**src/rtl/conv_pkg.sv**
```systemverilog
// Shared types and sizing helpers for the parametrised streaming convolution.
// Sizing functions are evaluated at elaboration time from the block parameters.
package conv_pkg;

  typedef enum logic [1:0] {
    LOAD    = 2'd0,
    COMPUTE = 2'd1,
    OUTPUT  = 2'd2,
    DONE    = 2'd3
  } state_t;

  function automatic int num_pass(input int f_size, input int p);
    return f_size / p;
  endfunction

  // Wide enough that a full F_SIZE-term dot product can never overflow.
  function automatic int acc_width(input int dw_x, input int dw_f, input int f_size);
    return dw_x + dw_f + $clog2(f_size);
  endfunction

  function automatic longint sat_hi(input int w);
    return (longint'(1) <<< (w - 1)) - longint'(1);
  endfunction

  function automatic longint sat_lo(input int w);
    return -(longint'(1) <<< (w - 1));
  endfunction

endpackage

```
**src/rtl/conv_mac_lane.sv**
```systemverilog
// P-wide signed multiply with summed products, purely combinational.
// Result is sign-extended to the internal accumulator width before summing.
module conv_mac_lane
  import conv_pkg::*;
#(
  parameter int DATA_WIDTH_X = 8,
  parameter int DATA_WIDTH_F = 8,
  parameter int P            = 2,
  parameter int AW           = 18
) (
  input  logic [P-1:0][DATA_WIDTH_X-1:0] x,
  input  logic [P-1:0][DATA_WIDTH_F-1:0] f,
  output logic signed [AW-1:0]           sum
);

  logic signed [AW-1:0] x_ext;
  logic signed [AW-1:0] f_ext;

  always_comb begin
    sum   = '0;
    x_ext = '0;
    f_ext = '0;
    for (int i = 0; i < P; i++) begin
      x_ext = {{(AW-DATA_WIDTH_X){x[i][DATA_WIDTH_X-1]}}, x[i]};
      f_ext = {{(AW-DATA_WIDTH_F){f[i][DATA_WIDTH_F-1]}}, f[i]};
      sum   = sum + x_ext * f_ext;
    end
  end

endmodule

```
**src/rtl/conv_stream_par.sv**
```systemverilog
// Frame convolution y[k] = sum x[k+j]*f[j], P taps per cycle over F_SIZE/P passes,
// streamed one result at a time on a valid/ready port with optional saturation.
module conv_stream_par
  import conv_pkg::*;
#(
  parameter int DATA_WIDTH_X = 8,
  parameter int DATA_WIDTH_F = 8,
  parameter int X_SIZE       = 16,
  parameter int F_SIZE       = 4,
  parameter int P            = 2,
  parameter int ACC_SIZE     = 18,
  parameter bit SATURATE     = 1'b1
) (
  input  logic                           clk,
  input  logic                           reset,
  input  logic                           s_valid_x,
  output logic                           s_ready_x,
  input  logic signed [DATA_WIDTH_X-1:0] s_data_in_x,
  input  logic                           s_valid_f,
  output logic                           s_ready_f,
  input  logic signed [DATA_WIDTH_F-1:0] s_data_in_f,
  input  logic                           keep_f,
  output logic                           m_valid_y,
  input  logic                           m_ready_y,
  output logic signed [ACC_SIZE-1:0]     m_data_out_y,
  output logic                           m_last_y,
  output logic                           m_sat_y,
  output logic                           busy
);

  localparam int NUM_PASS = num_pass(F_SIZE, P);
  localparam int AW       = acc_width(DATA_WIDTH_X, DATA_WIDTH_F, F_SIZE);
  localparam int XIW      = $clog2(X_SIZE);
  localparam int FIW      = $clog2(F_SIZE);
  localparam int XCW      = $clog2(X_SIZE + 1);
  localparam int FCW      = $clog2(F_SIZE + 1);
  localparam int PW       = $clog2(NUM_PASS + 1);
  localparam int K_LAST   = X_SIZE - F_SIZE;

  if (F_SIZE % P != 0) begin : g_bad_p
    $error("conv_stream_par: F_SIZE must be a multiple of P");
  end
  if (X_SIZE <= F_SIZE) begin : g_bad_x
    $error("conv_stream_par: X_SIZE must exceed F_SIZE");
  end

  state_t state, state_nxt;

  logic [DATA_WIDTH_X-1:0] x_mem [X_SIZE];
  logic [DATA_WIDTH_F-1:0] f_mem [F_SIZE];

  logic [XCW-1:0]       x_cnt;
  logic [FCW-1:0]       f_cnt;
  logic                 f_held;
  logic [XIW-1:0]       k;
  logic [PW-1:0]        p;
  logic signed [AW-1:0] acc;
  logic signed [AW-1:0] lane_sum;
  logic signed [AW-1:0] acc_sum;
  logic [ACC_SIZE-1:0]  y_nar;
  logic                 sat_nar;

  logic [P-1:0][DATA_WIDTH_X-1:0] x_vec;
  logic [P-1:0][DATA_WIDTH_F-1:0] f_vec;

  logic x_full, f_full, x_wr, f_wr, last_pass, last_k, hs;

  // A held filter counts as full so the frame can start on X alone.
  assign x_full    = (x_cnt == XCW'(X_SIZE));
  assign f_full    = f_held || (f_cnt == FCW'(F_SIZE));
  assign s_ready_x = (state == LOAD) && !x_full;
  assign s_ready_f = (state == LOAD) && !f_full;
  assign x_wr      = s_valid_x && s_ready_x;
  assign f_wr      = s_valid_f && s_ready_f;
  assign last_pass = (p == PW'(NUM_PASS - 1));
  assign last_k    = (k == XIW'(K_LAST));
  assign m_valid_y = (state == OUTPUT);
  assign hs        = m_valid_y && m_ready_y;
  assign busy      = (state != LOAD);

  always_comb begin
    x_vec = '0;
    f_vec = '0;
    for (int i = 0; i < P; i++) begin
      x_vec[i] = x_mem[XIW'(int'(k) + int'(p) * P + i)];
      f_vec[i] = f_mem[FIW'(int'(p) * P + i)];
    end
  end

  conv_mac_lane #(
    .DATA_WIDTH_X (DATA_WIDTH_X),
    .DATA_WIDTH_F (DATA_WIDTH_F),
    .P            (P),
    .AW           (AW)
  ) u_lane (
    .x   (x_vec),
    .f   (f_vec),
    .sum (lane_sum)
  );

  assign acc_sum = acc + lane_sum;

  if (ACC_SIZE >= AW) begin : g_wide
    assign y_nar   = ACC_SIZE'(acc_sum);
    assign sat_nar = 1'b0;
  end else begin : g_narrow
    localparam longint HI = sat_hi(ACC_SIZE);
    localparam longint LO = sat_lo(ACC_SIZE);
    localparam logic [ACC_SIZE-1:0] HI_Y = ACC_SIZE'(HI);
    localparam logic [ACC_SIZE-1:0] LO_Y = ACC_SIZE'(LO);
    logic ovf_hi, ovf_lo;
    assign ovf_hi  = longint'(acc_sum) > HI;
    assign ovf_lo  = longint'(acc_sum) < LO;
    assign sat_nar = ovf_hi || ovf_lo;
    // Wrap mode simply keeps the low bits; the flag still reports the overflow.
    assign y_nar   = (SATURATE && ovf_hi) ? HI_Y :
                     (SATURATE && ovf_lo) ? LO_Y : acc_sum[ACC_SIZE-1:0];
  end

  always_ff @(posedge clk or negedge reset) begin
    if (!reset) state <= LOAD;
    else        state <= state_nxt;
  end

  always_comb begin
    state_nxt = state;
    unique case (state)
      LOAD:    if (x_full && f_full) state_nxt = COMPUTE;
      COMPUTE: if (last_pass) state_nxt = OUTPUT;
      OUTPUT:  if (hs) state_nxt = last_k ? DONE : COMPUTE;
      DONE:    state_nxt = LOAD;
      default: state_nxt = LOAD;
    endcase
  end

  always_ff @(posedge clk or negedge reset) begin
    if (!reset) begin
      x_cnt        <= '0;
      f_cnt        <= '0;
      f_held       <= 1'b0;
      k            <= '0;
      p            <= '0;
      acc          <= '0;
      m_data_out_y <= '0;
      m_last_y     <= 1'b0;
      m_sat_y      <= 1'b0;
    end else begin
      if (x_wr) x_cnt <= x_cnt + XCW'(1);
      if (f_wr) f_cnt <= f_cnt + FCW'(1);
      unique case (state)
        LOAD: begin
          if (x_full && f_full) begin
            acc <= '0;
            p   <= '0;
            k   <= '0;
          end
        end
        COMPUTE: begin
          acc <= acc_sum;
          p   <= p + PW'(1);
          if (last_pass) begin
            m_data_out_y <= y_nar;
            m_sat_y      <= sat_nar;
            m_last_y     <= last_k;
          end
        end
        OUTPUT: begin
          if (hs && !last_k) begin
            k   <= k + XIW'(1);
            p   <= '0;
            acc <= '0;
          end
        end
        DONE: begin
          x_cnt  <= '0;
          k      <= '0;
          f_held <= keep_f;
          if (!keep_f) f_cnt <= '0;
        end
        default: ;
      endcase
    end
  end

  // Sample memories are deliberately left out of reset.
  always_ff @(posedge clk) begin
    if (x_wr) x_mem[x_cnt[XIW-1:0]] <= s_data_in_x;
    if (f_wr) f_mem[f_cnt[FIW-1:0]] <= s_data_in_f;
  end

endmodule

```
**config.mk**
```make
export PLATFORM = sky130hd
export DESIGN_NAME = conv_stream_par
export DESIGN_NICKNAME = d
export VERILOG_FILES = /design/src/rtl/conv_pkg.sv /design/src/rtl/conv_mac_lane.sv /design/src/rtl/conv_stream_par.sv
export SDC_FILE = /design/constraint.sdc
export NUM_CORES = 1
export LEC_CHECK = 0
export CAP_MARGIN = 20
export CORE_ASPECT_RATIO = 1.1
export CORE_MARGIN = 4
export CORE_UTILIZATION = 34
export DETAILED_ROUTE_END_ITERATION = 7
export GPL_TIMING_DRIVEN = 0
export HOLD_SLACK_MARGIN = 0.08
export SKIP_LAST_GASP = 1
export SLEW_MARGIN = 20
export SYNTH_ARGS = -nofsm -noshare
export SYNTH_HDL_FRONTEND = slang
export SYNTH_SLANG_ARGS = --single-unit
```
**constraint.sdc**
```tcl
create_clock -name clk -period 9.9 [get_ports clk]
set_clock_uncertainty 0.05 [all_clocks]
set_input_delay 2.475 -clock clk [delete_from_list [all_inputs] [get_ports clk]]
set_output_delay 2.475 -clock clk [all_outputs]
set_load 0.05 [all_outputs]
```
# Word-level counts from Yosys, hierarchy flattened
# Memory sizes are Yosys's and may differ from the RTL's.
# Cells that the tools add are included.
[classes]
add_sub_neg = 9
multipliers = 2
div_mod_pow = 0
n_lt_le_gt_ge = 0
eq_ne = 11
n_shift = 0
mux = 23
n_bitwise = 0
reduce_logical = 20
[ops]
columns = ["operator", "count"]
rows = [
  ["18-bit one-hot mux with 3 select lines", 1],
  ["18-bit adder", 2],
  ["18-bit 2-to-1 mux", 2],
  ["8-bit by 8-bit multiplier with 16-bit output", 2],
  ["2-bit 2-to-1 mux", 6],
  ["4-bit one-hot mux with 3 select lines", 1],
  ["5-bit 2-to-1 mux", 2],
  ["3-bit 2-to-1 mux", 3],
  ["3-bit AND reduction", 3],
  ["4-bit by 1-bit adder with 4-bit output, second input constant", 2],
  ["4-bit 2-to-1 mux", 2],
  ["2-bit one-hot mux with 4 select lines", 1],
  ["1-bit logical AND", 7],
  ["2-bit by 1-bit != test with 1-bit output, second input constant", 3],
  ["2-bit one-hot mux with 3 select lines", 1],
  ["3-bit nonzero test", 2],
  ["5-bit by 1-bit adder with 5-bit output, second input constant", 1],
  ["5-bit == test, second input constant", 1],
  ["2-bit by 1-bit adder with 2-bit output, second input constant", 2],
  ["4-bit by 3-bit adder with 4-bit output", 1],
  ["2-bit by 1-bit == test with 1-bit output, second input constant", 2],
  ["2-bit == test, second input constant", 2],
  ["4-bit == test, second input constant", 1],
  ["1-bit 2-to-1 mux", 4],
  ["8 further kinds", 11],
]
[word_totals]
register_bits = 54
latch_bits = 0
ram_bits = 160
rom_bits = 0
in_bits = 22
word_cells = 76
n_memories = 2
[memory_table]
columns = ["name", "words", "width", "read_ports", "rd_ports_with_merged_regs", "write_ports", "line_no", "text"]
rows = [
  ["x_mem", 16, 8, 2, 0, 1, "conv_stream_par.sv:49", "logic [DATA_WIDTH_X-1:0] x_mem [X_SIZE];"],
  ["f_mem", 4, 8, 2, 0, 1, "conv_stream_par.sv:50", "logic [DATA_WIDTH_F-1:0] f_mem [F_SIZE];"],
]

# Depth between registers and ports, before layout
# Gate-level depths: netlist (run 1).
[depth]
word_depth = 8
depth_mapped = 37
depth_no_buf = 34

# Modules after synthesis
# Synthesis (run 1) repeated with hierarchy kept, for this count alone.
[hier_totals]
hier_cells = 1232
area_unflattened_um2 = 15750.1
[by_module_without_submodules]
columns = ["mod", "instances", "cells_per_inst", "area_each_um2", "seq_area_each_um2"]
rows = [
  ["conv_stream_par", 1, 650, 10316.1, 6155.9],
  ["conv_mac_lane", 1, 582, 5434.0, 0.0],
]

# Worst setup path before layout (run 1)
# No wires, ideal clock.
[synth_path]
path_kind = "reg2reg"
start = "register k[1]"
end = "register acc[16]"
setup_ns = 0.132
t_arrival_ns = 8.318
slack_ns = 1.400
stages_incl_launch_ff = 34
path_cell_list = "dfrtp_1 ha_1 inv_1 fa_1 buf_2 buf_1 mux4_2 mux2_2 o21ai_1 nor2_1 fa_1 inv_1 fa_1 inv_1 fa_1 inv_1 fa_1 inv_1 ha_1 nand2_1 o21ai_0 o21a_1 o21a_1 or2_2 fa_1 inv_1 ha_1 a21o_1 a21o_1 a21o_1 a41o_1 a2111oi_2 or4_1 nand3_1"
[synth_between]
elab_chain_len = 7
[synth_rtl]
columns = ["element", "line_no", "text"]
rows = [
  ["start, declared", "conv_stream_par.sv:55", "logic [XIW-1:0] k;"],
  ["start signal, assigned", "conv_stream_par.sv:169", "k <= k + XIW'(1);"],
  ["4-bit by 3-bit adder with 4-bit output", "conv_stream_par.sv:85", "x_vec[i] = x_mem[XIW'(int'(k) + int'(p) * P + i)];"],
  ["4-bit by 1-bit adder with 4-bit output", "conv_stream_par.sv:85", ""],
  ["memory read 16 x 8 bit", "--", ""],
  ["8-bit by 8-bit multiplier with 16-bit output", "conv_mac_lane.sv:26", "sum = sum + x_ext * f_ext;"],
  ["18-bit adder", "conv_mac_lane.sv:26", ""],
  ["18-bit adder", "conv_stream_par.sv:101", "assign acc_sum = acc + lane_sum;"],
  ["18-bit one-hot mux with 3 select lines", "conv_stream_par.sv:150", "unique case (state)"],
  ["end signal, assigned", "conv_stream_par.sv:159", "acc <= acc_sum;"],
  ["end, declared", "conv_stream_par.sv:57", "logic signed [AW-1:0] acc;"],
]
# Parallel ways exist; a longest one is shown, timed or not.
# A chain may end at the register's enable or synchronous reset.

# Worst setup path after layout (run 1)
[layout_path]
start = "register p[0]"
end = "register acc[16]"
[layout_between]
elab_chain_len = 7
[layout_rtl]
columns = ["element", "line_no", "text"]
rows = [
  ["start, declared", "conv_stream_par.sv:56", "logic [PW-1:0] p;"],
  ["start signal, assigned", "conv_stream_par.sv:160", "p <= p + PW'(1);"],
  ["4-bit by 3-bit adder with 4-bit output", "conv_stream_par.sv:85", ""],
  ["4-bit by 1-bit adder with 4-bit output", "conv_stream_par.sv:85", ""],
  ["memory read 16 x 8 bit", "--", ""],
  ["8-bit by 8-bit multiplier with 16-bit output", "conv_mac_lane.sv:26", ""],
  ["18-bit adder (*)", "conv_mac_lane.sv:26", ""],
  ["18-bit adder (*)", "conv_stream_par.sv:101", ""],
  ["18-bit one-hot mux with 3 select lines (*)", "conv_stream_par.sv:150", ""],
]
# Mark *: on every way between the ends. The rest lies on a longest branch, timed or not.

==> metrics, run 1 <==
run status completed; Final setup viols 0; initial antenna violation count 0; synthesized flop and latch total 214; CP max stage delay 0.78 ns; reg2reg start p[0]; Critical Path AT 9.79 ns; Post-CTS Setup Inserts 0; WS Path Type flop to flop; Ys Warns 0; Cells after Synth 1,297; IO Pins 46; largest net degree at the start of global routing 32; CTS clk-pin slew, worst paths 0.06 ns; CTS Hold Buffers Added 0; DRC 0; Num CTS Buffers 25; Hold Path Class flop to flop; reg-to-reg setup timing slack 0.49 ns; Slew HR 34.4%; area leader, netlist edfxtp_1; Hold Crit Start m_data_out_y[14]; count of cell types in the netlist 55; remaining antenna violation count 0; area share of the largest cell type after synthesis 30.8%; startpoint types flop; Data required, critical path 10.27 ns; ys async rst share 25.2%; CP endpoint kind flop; Hold Path Depth 2; die area 49,400 sq um; maximum fanout along the worst path 9; drt wl/cell 19.2 microns; Non-Filler Instances 1,975; vias in the first global route 10,427; Detailed Place HPWL 28.8 mm; IO Port Bufs 44; 1st-pass router iterations 5; max-cap viol count 0; RR Endpoint acc[16]; fin nets 1,606; GRT Residual Overflow 0; Via density 4.98; EDFF count, synth 160; Root Driver clkbuf_16; RSZ-0062 raised after global routing false; row count 82; htree depth 1; Max Slew Vio Count 0; worst-margin pin slew 0.984 ns; Core ar. 45,600 sq um; CP top delay family adder cells; CTS tree yes; Hold Path End m_data_out_y[14]; Top cell by count, worst path fa_1; DP Area 16,800 sq um; period utilization 95.1%; sequential-to-total area share from yosys stat 39.4%; Inst Count DP 1,930; Initial Util 34.3%; Sink Count 214; Synth top cells by count inv_1, edfxtp_1, fa_1, nor2_1, ha_1; ANT cells 0; Cell Area, Synth 15,600 sq um; RePlAce Congestion 0.841; share of layout cells above drive strength 1 14.1%; clock buffer depth 3; ys flop type edfxtp_1; design area 17,800 sq um; Die Y 233 microns; global-route wire length before repair 59.2 mm; fillers 4,390; post-layout min period 9.41 ns; final wirelength 37.9 mm; Avg Cell Area, Syn 12.0 sq um; Area Overhead vs Synth 13.7%; via count 9,826; slowest cell on the critical path a21oi_1; FMAX 106 MHz; Critical path buffers and inverters 6; initial drt markers 776; GRT Util Overall 15.4%; Reg2Reg Depth 31; Fin. Hold Viols 0; Die Wd 212 microns; setup_tns 0 ns; Clock Latency Late Sink 0.56 ns; dominant cell by count in the synthesized netlist inv_1; Synth area leaders edfxtp_1, fa_1, mux4_2; Synth Net Count 1,535
==> tightest hold or removal path: cells and delay by family (launching register included) <==
kind	cells	cell delay, ns
DFF	1	0.34
and+or+nand+nor	1	0.05
AOI/OAI and AO/OA	1	0.06
==> cells in the final DEF (no fill, tap or decap), drive strengths merged, types with 2 or more instances in the layout <==
master | synthesis | routed
o21bai | 4 | 4
mux2i | 25 | 25
xnor2 | 31 | 31
bufinv | 0 | 4
clkbuf | 11 | 37
mux4 | 65 | 65
nand3 | 21 | 21
o31ai | 3 | 3
nor2b | 11 | 11
nor3 | 3 | 3
clkdlybuf4s50 | 0 | 43
clkinvlp | 0 | 4
a211oi | 3 | 3
xor2 | 22 | 22
nor3b | 2 | 2
a221oi | 2 | 2
nand2 | 80 | 80
or2 | 20 | 20
and3 | 13 | 13
edfxtp | 160 | 160
o21a | 12 | 12
dfrtp | 54 | 54
o211ai | 4 | 4
nor4 | 2 | 2
a2111oi | 2 | 2
o211a | 2 | 2
o21ai | 47 | 47
a21oi | 36 | 36
clkinv | 0 | 9
ha | 87 | 87
and2 | 27 | 27
mux2 | 20 | 20
nor2 | 115 | 115
a21o | 8 | 8
nand2b | 13 | 13
buf | 22 | 23
a22o | 12 | 12
fa | 129 | 129
inv | 214 | 217
or4 | 3 | 3
==> layout make-up <==
class                   count  area [sq um]  area share, %
multi-input cells         836          8570           48.3
inverters                 214           803           4.52
clock buffers              26           629           3.54
plain buffers              32           164          0.923
repair buffers             45           458           2.58
clock inverters            20           239           1.35
well taps                 588           736           4.14
flip-flops and latches    214          6160           34.7
==> flip-flops by register name, indices dropped and copies added (netlist names) <==
register      flops
state             2
f_held            1
f_mem            32
m_data_out_y     18
m_last_y          1
p                 2
acc              18
f_cnt             3
x_cnt             5
k                 4
x_mem           128
==> metrics by stage <==
stage          hold slack [ns]  setup WS, ns  utilization [%]
3_5_place_dp             0.424        -0.191             36.9
5_1_grt                  0.465        0.0156             39.0
3_3_place_gp             0.413        -0.162             36.9
2_1_floorplan            0.400          1.40                -
6_report                 0.431         0.486             39.0
4_1_cts                  0.438        0.0271             38.9
==> worst max path at each step <==
stage	from	end	depth (start not counted)
floorplan	k[1]	acc[16]	33
global placement	p[0]	acc[17]	32
detailed placement	p[0]	acc[17]	31
CTS	p[0]	acc[17]	32
global route	p[0]	acc[17]	35
finish	p[0]	acc[16]	31
==> metal layers <==
layer	track usage [%]	up-vias	wire, microns
met2	27.7	269	19400
met3	2.10	59	1920
met4	4.07	0	1150
met5	0	-	0
met1	19.4	4938	15400
li1	-	4560	-
==> timing repair <==
action / 4_1_cts / 5_1_grt
setup endpoints to repair: 4 / 7
endpoints found under the hold margin: 0 / 0
cloned: 0 / 0
resized for setup: 3 / 20
==> logic make-up (layout without fill, tap and decap cells) <==
kind of cell	count (synthesis)	in the layout	synth area share (%)
other	1	1	0.0240
multiplexers	110	110	12.4
buffers and inverters	247	337	6.18
AND/OR/NAND/NOR	313	313	9.31
AO/OA/AOI/OAI	142	142	6.01
adder cells (fa/ha/maj)	216	216	23.5
flip-flops	214	214	39.4
XOR/XNOR	54	54	3.16
Power of run 1 is left out: the tool's default activity adds up to more than one toggle a clock period on the data nets, which glitch-free logic cannot reach.
==> inputs of run 2 (changes only) <==
--- a/config.mk
+++ b/config.mk
@@ -8,10 +8,11 @@
 export CAP_MARGIN = 20
 export CORE_ASPECT_RATIO = 1.1
 export CORE_MARGIN = 4
-export CORE_UTILIZATION = 34
+export CORE_UTILIZATION = 30
 export DETAILED_ROUTE_END_ITERATION = 7
 export GPL_TIMING_DRIVEN = 0
 export HOLD_SLACK_MARGIN = 0.08
+export SKIP_CTS_REPAIR_TIMING = 1
 export SKIP_LAST_GASP = 1
 export SLEW_MARGIN = 20
 export SYNTH_ARGS = -nofsm -noshare
==> run 2 against run 1 <==
  * Final area is essentially flat
  * Die area rose by 13%
  * Utilization decreased by 4.4 points
  * Flip-flop and latch count did not move
  * Non-clock buffer count unchanged
  * Maximum frequency rose by 0.52%
  * Setup slack gained 0.049 ns
  * Clock-buffer cell count rose by 1
  * Global-route usage down 2.0 points
==> metrics, run 2 (synthesis gave the netlist of run 1 again) <==
remaining antenna violation count 0 (unchanged); Hold Crit Start m_last_y; DRC 0 (unchanged); reg-to-reg setup timing slack 0.53 ns (+0.05 ns); slowest cell on the critical path o21ai_0; Data required, critical path 10.25 ns (-0.02 ns); initial drt markers 675 (-13%); IO Pins 46 (unchanged); RSZ-0062 raised after global routing false; Setup WS pre-CTS -0.0227 ns (+0.168 ns); CP max stage delay 0.60 ns (-0.18 ns); initial antenna violation count 0 (unchanged); vias in the first global route 10,420 (-0.067%); run status completed; FMAX 107 MHz (+0.52%); final wirelength 36.8 mm (-3.0%); clock buffer depth 3 (unchanged); period utilization 94.6% (-0.49 points); fin nets 1,604 (-0.12%); Core ar. 51,400 sq um (+13%); maximum fanout along the worst path 10 (+1); Hold Path Class flop to flop; htree depth 1 (unchanged); GRT Residual Overflow 0 (unchanged); most frequent cells in the layout inv_1, edfxtp_1, fa_1; setup slack after layout 0.535 ns (+0.0485 ns); Reg2Reg Depth 33 (+6.5%); GRT Util Overall 13.4% (-2.0 points); CTS clk-pin slew, worst paths 0.06 ns (about the same); most common cell after layout, fill and taps aside inv_1; Sink Count 214 (unchanged); RePlAce Congestion 0.841 (about the same); max-cap viol count 0 (unchanged); die area 55,800 sq um (+13%); largest net degree at the start of global routing 47 (+47%); Slew HR 40.8% (+6.4 points); share of layout cells above drive strength 1 13.2% (-0.90 points); ANT cells 0 (unchanged); Hold Path Depth 2 (unchanged); Root Driver clkbuf_16; global-route wire length before repair 58.8 mm (-0.56%); reg2reg start k[1]; Top cell by count, worst path ha_1; row count 87 (+6.1%); drt wl/cell 17.9 microns (-6.5%); CP endpoint kind flop; post-layout min period 9.37 ns (-0.0485 ns); DP Area 16,900 sq um (+0.60%); Final setup viols 0 (unchanged); Area Overhead vs Synth 13.6% (about the same); IO Port Bufs 44 (unchanged); Hold WS 0.430 ns (-0.000994 ns); RR Endpoint acc[17]; WS Path Type flop to flop; design area 17,700 sq um (about the same); Clock Latency Late Sink 0.55 ns (about the same); Die Y 247 microns (+6.2%); CTS tree yes; Die Wd 226 microns (+6.2%); 1st-pass router iterations 5 (unchanged); Hold Path End m_last_y; Fin. Hold Viols 0 (unchanged); Critical Path AT 9.72 ns (-0.07 ns); Via density 4.80 (-3.5%); Detailed Place HPWL 28.2 mm (-1.9%); worst-margin pin slew 0.863 ns (-0.121 ns); startpoint types flop; Num CTS Buffers 23 (-8.0%); Initial Util 30.4% (-3.9 points); max FFs per register 128 (unchanged); Max Slew Vio Count 0 (unchanged); via count 9,844 (+0.18%)
[run 2: per-stage QoR]
stage               setup TNS, ns  instances  util [%]
global route                    0       2050      34.5
global placement                0       2008      32.9
floorplan                       0       1297         -
detailed placement        -0.0635       2009      32.9
CTS                        -0.294       2051      34.4
finish                          0       2050      34.5
[run 2: worst max-delay path by stage]
stage                     cells after the start  slack [ns]  start               end
after floorplan                              33        1.40   k[1]           acc[16]
after global placement                       32        0.05   k[1]           acc[17]
after detailed placement                     33       -0.02   k[1]  m_data_out_y[16]
after CTS                                    32       -0.08   k[1]           acc[17]
after global routing                         36        0.03   k[1]           acc[17]
final                                        33        0.53   k[1]           acc[17]
[run 2: area by class of cell]
| cell class | instances | area, sq um |
|---|---|---|
| fillers | 5049 | 33600 |
| clock inverters | 15 | 174 |
| flip-flops and latches | 214 | 6160 |
| plain buffers | 32 | 163 |
| inverters | 214 | 803 |
| repair buffers | 45 | 465 |
| well taps | 667 | 835 |
| multi-input cells | 836 | 8560 |
| clock buffers | 27 | 591 |
[run 2: critical path, delay by kind of cell, from the launching register on]
kind,cells,cell delay [ns]
mux,1,0.38
compound gates,10,2.17
flops,1,0.43
buf+inv,5,1.25
xor+xnor,1,0.28
simple gates,7,0.99
fa+ha+maj,9,3.66
[run 2: layer usage]
| layer | track usage, % | wire [microns] |
|---|---|---|
| met2 | 23.2 | 18100 |
| met1 | 17.9 | 15900 |
| met4 | 2.94 | 820 |
| met3 | 2.21 | 1880 |
| met5 | 0 | 0 |
Power of run 2 is left out for the same reason.
